## src/rtl/button_conditioner_if.sv

```systemverilog
// ----------------------------------------------------------------------------
// button_conditioner_if
//   Bundles the per-button signals of the button conditioner.
//
//   master : owner of the raw button lines; observes conditioned outputs
//   slave  : the conditioner; samples raw lines, drives conditioned outputs
//
//   btn_raw    raw button levels, asynchronous to clk, 1 = pressed
//   btn_level  debounced button level
//   btn_re     one-cycle strobe on accepted press and on each auto-repeat
//   btn_fe     one-cycle strobe on accepted release
// ----------------------------------------------------------------------------
interface button_conditioner_if #(
    parameter int unsigned N_BUTTONS = 2
);
    logic [N_BUTTONS-1:0] btn_raw;
    logic [N_BUTTONS-1:0] btn_level;
    logic [N_BUTTONS-1:0] btn_re;
    logic [N_BUTTONS-1:0] btn_fe;

    modport master (
        output btn_raw,
        input  btn_level,
        input  btn_re,
        input  btn_fe
    );

    modport slave (
        input  btn_raw,
        output btn_level,
        output btn_re,
        output btn_fe
    );
endinterface

```

## src/rtl/button_conditioner.sv

```systemverilog
// ----------------------------------------------------------------------------
// button_conditioner
//   Per-button front end: two-flop synchronizer, debounce FSM and optional
//   hold-to-repeat for each of N_BUTTONS independent channels. Produces a
//   debounced level plus single-cycle press/release strobes, all registered.
//
//   Ports:
//     clk           system clock, rising edge
//     async_nreset  asynchronous active-low reset, clears all state
//     bus           button_conditioner_if.slave
//                     btn_raw   (in)  raw levels, 1 = pressed
//                     btn_level (out) debounced level
//                     btn_re    (out) press / auto-repeat strobe
//                     btn_fe    (out) release strobe
//
//   Parameters:
//     N_BUTTONS        number of channels (>=1)
//     DEBOUNCE_CYCLES  consecutive samples a new level must hold (>=1)
//     REPEAT_EN        1 = auto-repeat btn_re while held
//     REPEAT_DELAY     cycles from accepted press to first repeat (>=1)
//     REPEAT_PERIOD    cycles between subsequent repeats (>=1)
// ----------------------------------------------------------------------------
module button_conditioner #(
    parameter int unsigned N_BUTTONS       = 2,
    parameter int unsigned DEBOUNCE_CYCLES = 4,
    parameter int unsigned REPEAT_EN       = 0,
    parameter int unsigned REPEAT_DELAY    = 8,
    parameter int unsigned REPEAT_PERIOD   = 4
) (
    input  logic                 clk,
    input  logic                 async_nreset,
    button_conditioner_if.slave  bus
);

    localparam int unsigned DW = (DEBOUNCE_CYCLES < 1) ? 1 : $clog2(DEBOUNCE_CYCLES + 1);
    localparam int unsigned RMAX = (REPEAT_DELAY > REPEAT_PERIOD) ? REPEAT_DELAY : REPEAT_PERIOD;
    localparam int unsigned RW = $clog2(RMAX + 1);

    localparam logic [DW-1:0] DLAST   = DW'(DEBOUNCE_CYCLES - 1);
    localparam logic [DW-1:0] DONE    = DW'(1);
    localparam logic [RW-1:0] RDELAY  = RW'(REPEAT_DELAY);
    localparam logic [RW-1:0] RPERIOD = RW'(REPEAT_PERIOD);
    localparam logic [RW-1:0] RONE    = RW'(1);

    typedef enum logic [1:0] {
        StIdle,
        StPressWait,
        StPressed,
        StReleaseWait
    } state_e;

    // Two-flop synchronizer; only the second stage (s) is used downstream.
    logic [N_BUTTONS-1:0] sync1;
    logic [N_BUTTONS-1:0] s;

    always_ff @(posedge clk or negedge async_nreset) begin
        if (!async_nreset) begin
            sync1 <= '0;
            s     <= '0;
        end else begin
            sync1 <= bus.btn_raw;
            s     <= sync1;
        end
    end

    for (genvar i = 0; i < N_BUTTONS; i++) begin : g_chan
        state_e        state;
        logic [DW-1:0] dcnt;
        logic [RW-1:0] rcnt;
        // Set after the first repeat pulse so later pulses use REPEAT_PERIOD.
        logic          rep_seen;
        logic          level;
        logic          re;
        logic          fe;

        always_ff @(posedge clk or negedge async_nreset) begin
            if (!async_nreset) begin
                state    <= StIdle;
                dcnt     <= '0;
                rcnt     <= '0;
                rep_seen <= 1'b0;
                level    <= 1'b0;
                re       <= 1'b0;
                fe       <= 1'b0;
            end else begin
                re <= 1'b0;
                fe <= 1'b0;
                case (state)
                    StIdle: begin
                        if (s[i]) begin
                            if (DEBOUNCE_CYCLES <= 1) begin
                                state    <= StPressed;
                                dcnt     <= '0;
                                rcnt     <= '0;
                                rep_seen <= 1'b0;
                                level    <= 1'b1;
                                re       <= 1'b1;
                            end else begin
                                state <= StPressWait;
                                dcnt  <= DONE;
                            end
                        end
                    end

                    StPressWait: begin
                        if (!s[i]) begin
                            state <= StIdle;
                            dcnt  <= '0;
                        end else if (dcnt >= DLAST) begin
                            state    <= StPressed;
                            dcnt     <= '0;
                            rcnt     <= '0;
                            rep_seen <= 1'b0;
                            level    <= 1'b1;
                            re       <= 1'b1;
                        end else begin
                            dcnt <= dcnt + DONE;
                        end
                    end

                    StPressed: begin
                        if (!s[i]) begin
                            rcnt     <= '0;
                            rep_seen <= 1'b0;
                            // With a one-sample debounce the release is accepted at once.
                            if (DEBOUNCE_CYCLES <= 1) begin
                                state <= StIdle;
                                dcnt  <= '0;
                                level <= 1'b0;
                                fe    <= 1'b1;
                            end else begin
                                state <= StReleaseWait;
                                dcnt  <= DONE;
                            end
                        end else if (REPEAT_EN != 0) begin
                            if ((rcnt + RONE) == (rep_seen ? RPERIOD : RDELAY)) begin
                                re       <= 1'b1;
                                rcnt     <= '0;
                                rep_seen <= 1'b1;
                            end else begin
                                rcnt <= rcnt + RONE;
                            end
                        end
                    end

                    StReleaseWait: begin
                        if (s[i]) begin
                            // Release bounce: back to held, no new press strobe.
                            state    <= StPressed;
                            dcnt     <= '0;
                            rcnt     <= '0;
                            rep_seen <= 1'b0;
                        end else if (dcnt >= DLAST) begin
                            state <= StIdle;
                            dcnt  <= '0;
                            level <= 1'b0;
                            fe    <= 1'b1;
                        end else begin
                            dcnt <= dcnt + DONE;
                        end
                    end

                    default: begin
                        state <= StIdle;
                        dcnt  <= '0;
                    end
                endcase
            end
        end

        assign bus.btn_level[i] = level;
        assign bus.btn_re[i]    = re;
        assign bus.btn_fe[i]    = fe;
    end

endmodule

```

## src/flat_wrapper.sv

```systemverilog
// flat-port wrapper written by rule: the top's interface ports become plain ports
module button_conditioner_flat 
#(
    parameter int unsigned N_BUTTONS       = 2,
    parameter int unsigned DEBOUNCE_CYCLES = 4,
    parameter int unsigned REPEAT_EN       = 0,
    parameter int unsigned REPEAT_DELAY    = 8,
    parameter int unsigned REPEAT_PERIOD   = 4
)
  (clk, async_nreset, bus_btn_raw, bus_btn_level, bus_btn_re, bus_btn_fe);
  button_conditioner_if #(.N_BUTTONS(N_BUTTONS)) bus_i ();
  input  logic clk;
  input  logic async_nreset;
  input wire logic [$bits(bus_i.btn_raw)-1:0] bus_btn_raw;
  output wire logic [$bits(bus_i.btn_level)-1:0] bus_btn_level;
  output wire logic [$bits(bus_i.btn_re)-1:0] bus_btn_re;
  output wire logic [$bits(bus_i.btn_fe)-1:0] bus_btn_fe;
  assign bus_i.btn_raw = bus_btn_raw;
  assign bus_btn_level = bus_i.btn_level;
  assign bus_btn_re = bus_i.btn_re;
  assign bus_btn_fe = bus_i.btn_fe;
  button_conditioner #(.N_BUTTONS(N_BUTTONS), .DEBOUNCE_CYCLES(DEBOUNCE_CYCLES), .REPEAT_EN(REPEAT_EN), .REPEAT_DELAY(REPEAT_DELAY), .REPEAT_PERIOD(REPEAT_PERIOD)) u_core (.clk(clk), .async_nreset(async_nreset), .bus(bus_i));
endmodule
```

## config.mk

```make
export PLATFORM = sky130hd
export DESIGN_NAME = button_conditioner_flat
export DESIGN_NICKNAME = d
export VERILOG_FILES = /design/src/rtl/button_conditioner_if.sv /design/src/rtl/button_conditioner.sv /design/src/flat_wrapper.sv
export SDC_FILE = /design/constraint.sdc
export NUM_CORES = 1
export LEC_CHECK = 0
export CORE_UTILIZATION = 25
export CTS_CLUSTER_DIAMETER = 200
export CTS_CLUSTER_SIZE = 28
export DETAILED_ROUTE_END_ITERATION = 16
export RECOVER_POWER = 50
export SLEW_MARGIN = 5
export SYNTH_ARGS = -nofsm -noshare
export SYNTH_HDL_FRONTEND = slang
export SYNTH_SLANG_ARGS = --single-unit
```

## constraint.sdc

```tcl
create_clock -name clk -period 1.6 [get_ports clk]
set_input_delay 0.32 -clock clk [delete_from_list [all_inputs] [get_ports clk]]
set_output_delay 0.32 -clock clk [all_outputs]
set_load 0.1 [all_outputs]
```

==> results.yml, run 1 <==
clock_network:
  cts.path.max_buffers: 2
  hold_buffers: 0
  clock_latency_ns: 0.30
  path_clk_slew_ns: 0.11
  cts_buffers: 3
  cts.sinks: 20
  root_buffer: "clkbuf_4"
  cts_tree: "built"
  htreeDepth: 1
power_and_ir_drop:
  powerDensity_nw_per_um2: 1770
  swShare_pct: 39.3
  power_leakage_nw: 0.537
  internal_power_w: 0.00125
  p_clk_share_pct: 13.9
  total_power_w: 0.00206
  comb_power_share_pct: 47.5
  pwr-share-seq_pct: 38.6
  power_switching_w: 0.000810
  ir_drop_uv: 494
place:
  numPortBuffers: 9
  dp_slack_ns: -0.0419
  gp_congestion: 0.789
  place_hpwl_um: 1020
worst_setup_path:
  cp_common_cell: "ha_2"
  start_kind: "flop"
  max_stage_delay_ns: 0.40
  cp_num_buf_inv: 0
  cp.arrival_ns: 1.76
  cp.depth: 5
  cp_max_fo: 4
  cp.required_ns: 1.79
  crit_family: "flip-flops"
  crit_chain: "ha_2 -> ha_2 -> a211o_1 -> nand2_2 -> mux2_4"
  startpoint: "u_core.g_chan[1].dcnt[1]"
  cpMaxStageDelayCell: "dfrtp_1"
  regToRegStartpoint: "u_core.g_chan[1].dcnt[1]"
  path_class: "reg2reg"
  r2r.worst_path.cells: 5
  endpoint_kind: "flop"
yosys:
  synth_area_per_cell_um2: 11.9
  yosys.area.top_type: "dfrtp_1"
  async_flop_share_pct: 100
  yosysSeqAreaShare_pct: 55.9
  synth_most_common_cell: "dfrtp_1"
  yosys_warnings: 0
  synth_edf_count: 0
  syn-instance-count: 75
  ys_types: 28
  synth.area.top_cells: "dfrtp_1, ha_1, buf_4"
  ys.flop_type: "dfrtp_1"
  syn_area_um2: 896
  synth_nets: 83
  ys_ff_latch: 20
  yosysTopAreaCellShare_pct: 55.9
  synth_common_cells: "dfrtp_1, inv_1, buf_4"
route:
  wl_um: 1350
  drc: 0
  wl_per_cell_um: 10.0
  via_per_inst: 4.24
  ant_nets: 0
  via_count: 568
  drt_iter0_markers: 20
  first_pass_iters: 3
flow_run:
  drv_cap: 0
timing:
  fmax_mhz: 636
  finalMaxSlewViolations: 0
  finalSetupViolCount: 0
  period_needed_ns: 1.57
  whs_ns: 0.366
  relSlewSlack_pct: 30.5
  timing.final.hold_violations: 0
  fin_tns_setup_ns: 0
  post-route-period-util_pct: 98.3
  tightest_slew_ns: 1.04
  skew_ns: 0.000877
  grt_setup_unrepaired: "true"
  fin_ws_ns: 0.0277
global_routing:
  grt_overflow: 0
  grt_max_degree: 21
  grt_pass1_wl_um: 2440
  antenna_found_initial: 0
  grt.total_usage_pct: 8.71
  grt_pass1_vias: 612
die:
  start_util_pct: 26.4
  io_pins: 10
  core_um2: 3390
  die_area_um2: 3830
  fp.dieW_um: 61.9
  dieHeight_um: 61.9
  core.rowCount: 21
layout:
  finish.utilization_pct: 34.4
  area_growth_pct: 30.0
  nNetsFinal: 97
  drive_above_1_share_pct: 30.7
  diodes: 0
hold_path:
  hold_path_startpoint: "u_core.sync1[0]"
  hp-class: "reg2reg"
  min_path_cells: 0
status:
  status: "complete, no violations"
timing repair:
action                                  in CTS  in global routing
endpoints found under the setup margin       3                  5
resized for setup                            2                  6
pin swaps                                    1                  7
setup buffers                                1                  0
cells in the final DEF, fill, tap and decap left out, types with 2 or more instances in the layout:
master         count
nor3_1             3
dfrtp_1           20
a211o_1            2
inv_1              8
ha_1               2
buf_4              5
nand2_2            2
a32o_1             2
a21oi_1            4
buf_12             6
nor2_1             4
clkbuf_4           3
dlygate4sd3_1      2
ha_2               2
flip-flops by register name, summed over array words and instances (netlist names), named ones only:
| signal | count |
|---|---|
| u_core.g_chan.dcnt | 6 |
| u_core.g_chan.fe | 2 |
| u_core.g_chan.level | 2 |
| u_core.g_chan.re | 2 |
| u_core.g_chan.state | 2 |
| u_core.s | 2 |
| u_core.sync1 | 2 |
power groups by stage:
stage | sequential [W] | clock, W | combinational (W)
floorplan | 0.000756 | 0 | 0.000676
global placement | 0.000791 | 0 | 0.000885
detailed placement | 0.000801 | 0 | 0.000904
CTS | 0.000791 | 0.000303 | 0.000938
global route | 0.000817 | 0.000326 | 0.00107
finish | 0.000795 | 0.000287 | 0.000979
worst register-to-register path, delay by kind of cell (launching register included):
family	cells	cell delay, ns
adders and majority gates	2	0.34
and+or+nand+nor	1	0.10
DFF	1	0.40
AOI/OAI and AO/OA	1	0.33
muxes	1	0.30
final cells by class:
cell class	instances	area, um2
fill	337	2220
timing repair buffer	16	203
sequential	20	500
tap	46	57.6
multi-input combinational	40	338
clock buffer	4	36.3
inverter	8	30.0
stage by stage:
step	cell area, um2	cells
finish	1160	134
CTS	1150	134
global route	1160	134
floorplan	896	75
global placement	1100	129
detailed placement	1100	129
per-layer routing:
layer	vias up	wire [um]	GRT usage, %
li1	275	-	-
met1	282	547	8.76
met2	11	728	17.1
met3	0	70	3.73
met4	0	0	0.952
met5	-	0	0
worst paths after layout:
path	end	slack, ns
max reg2reg	flop	0.03
min	u_core.s[0]	0.37
min in group asynchronous	u_core.g_chan[1].re	0.64
max	flop	0.03
min reg2reg	u_core.s[0]	0.37
max in group asynchronous	u_core.g_chan[0].dcnt[2]	0.34
logic make-up (layout without fill, tap and decap cells):
group / after synthesis / in the layout / share of synthesized area [%]
fa+ha+maj: 4 / 4 / 5.59
compound gates: 15 / 15 / 14.2
simple gates: 16 / 16 / 9.36
flops: 20 / 20 / 55.9
xor+xnor: 3 / 3 / 3.77
buf+inv: 15 / 28 / 8.80
mux: 2 / 2 / 2.37
No activity file was read; power rests on OpenSTA's default activity.
==> run 2: changes to the inputs <==
GPL_ROUTABILITY_DRIVEN = 0   (was not set)
==> results of run 2 <==
No change in the layout: final DEF, timing and power equal those of run 1.
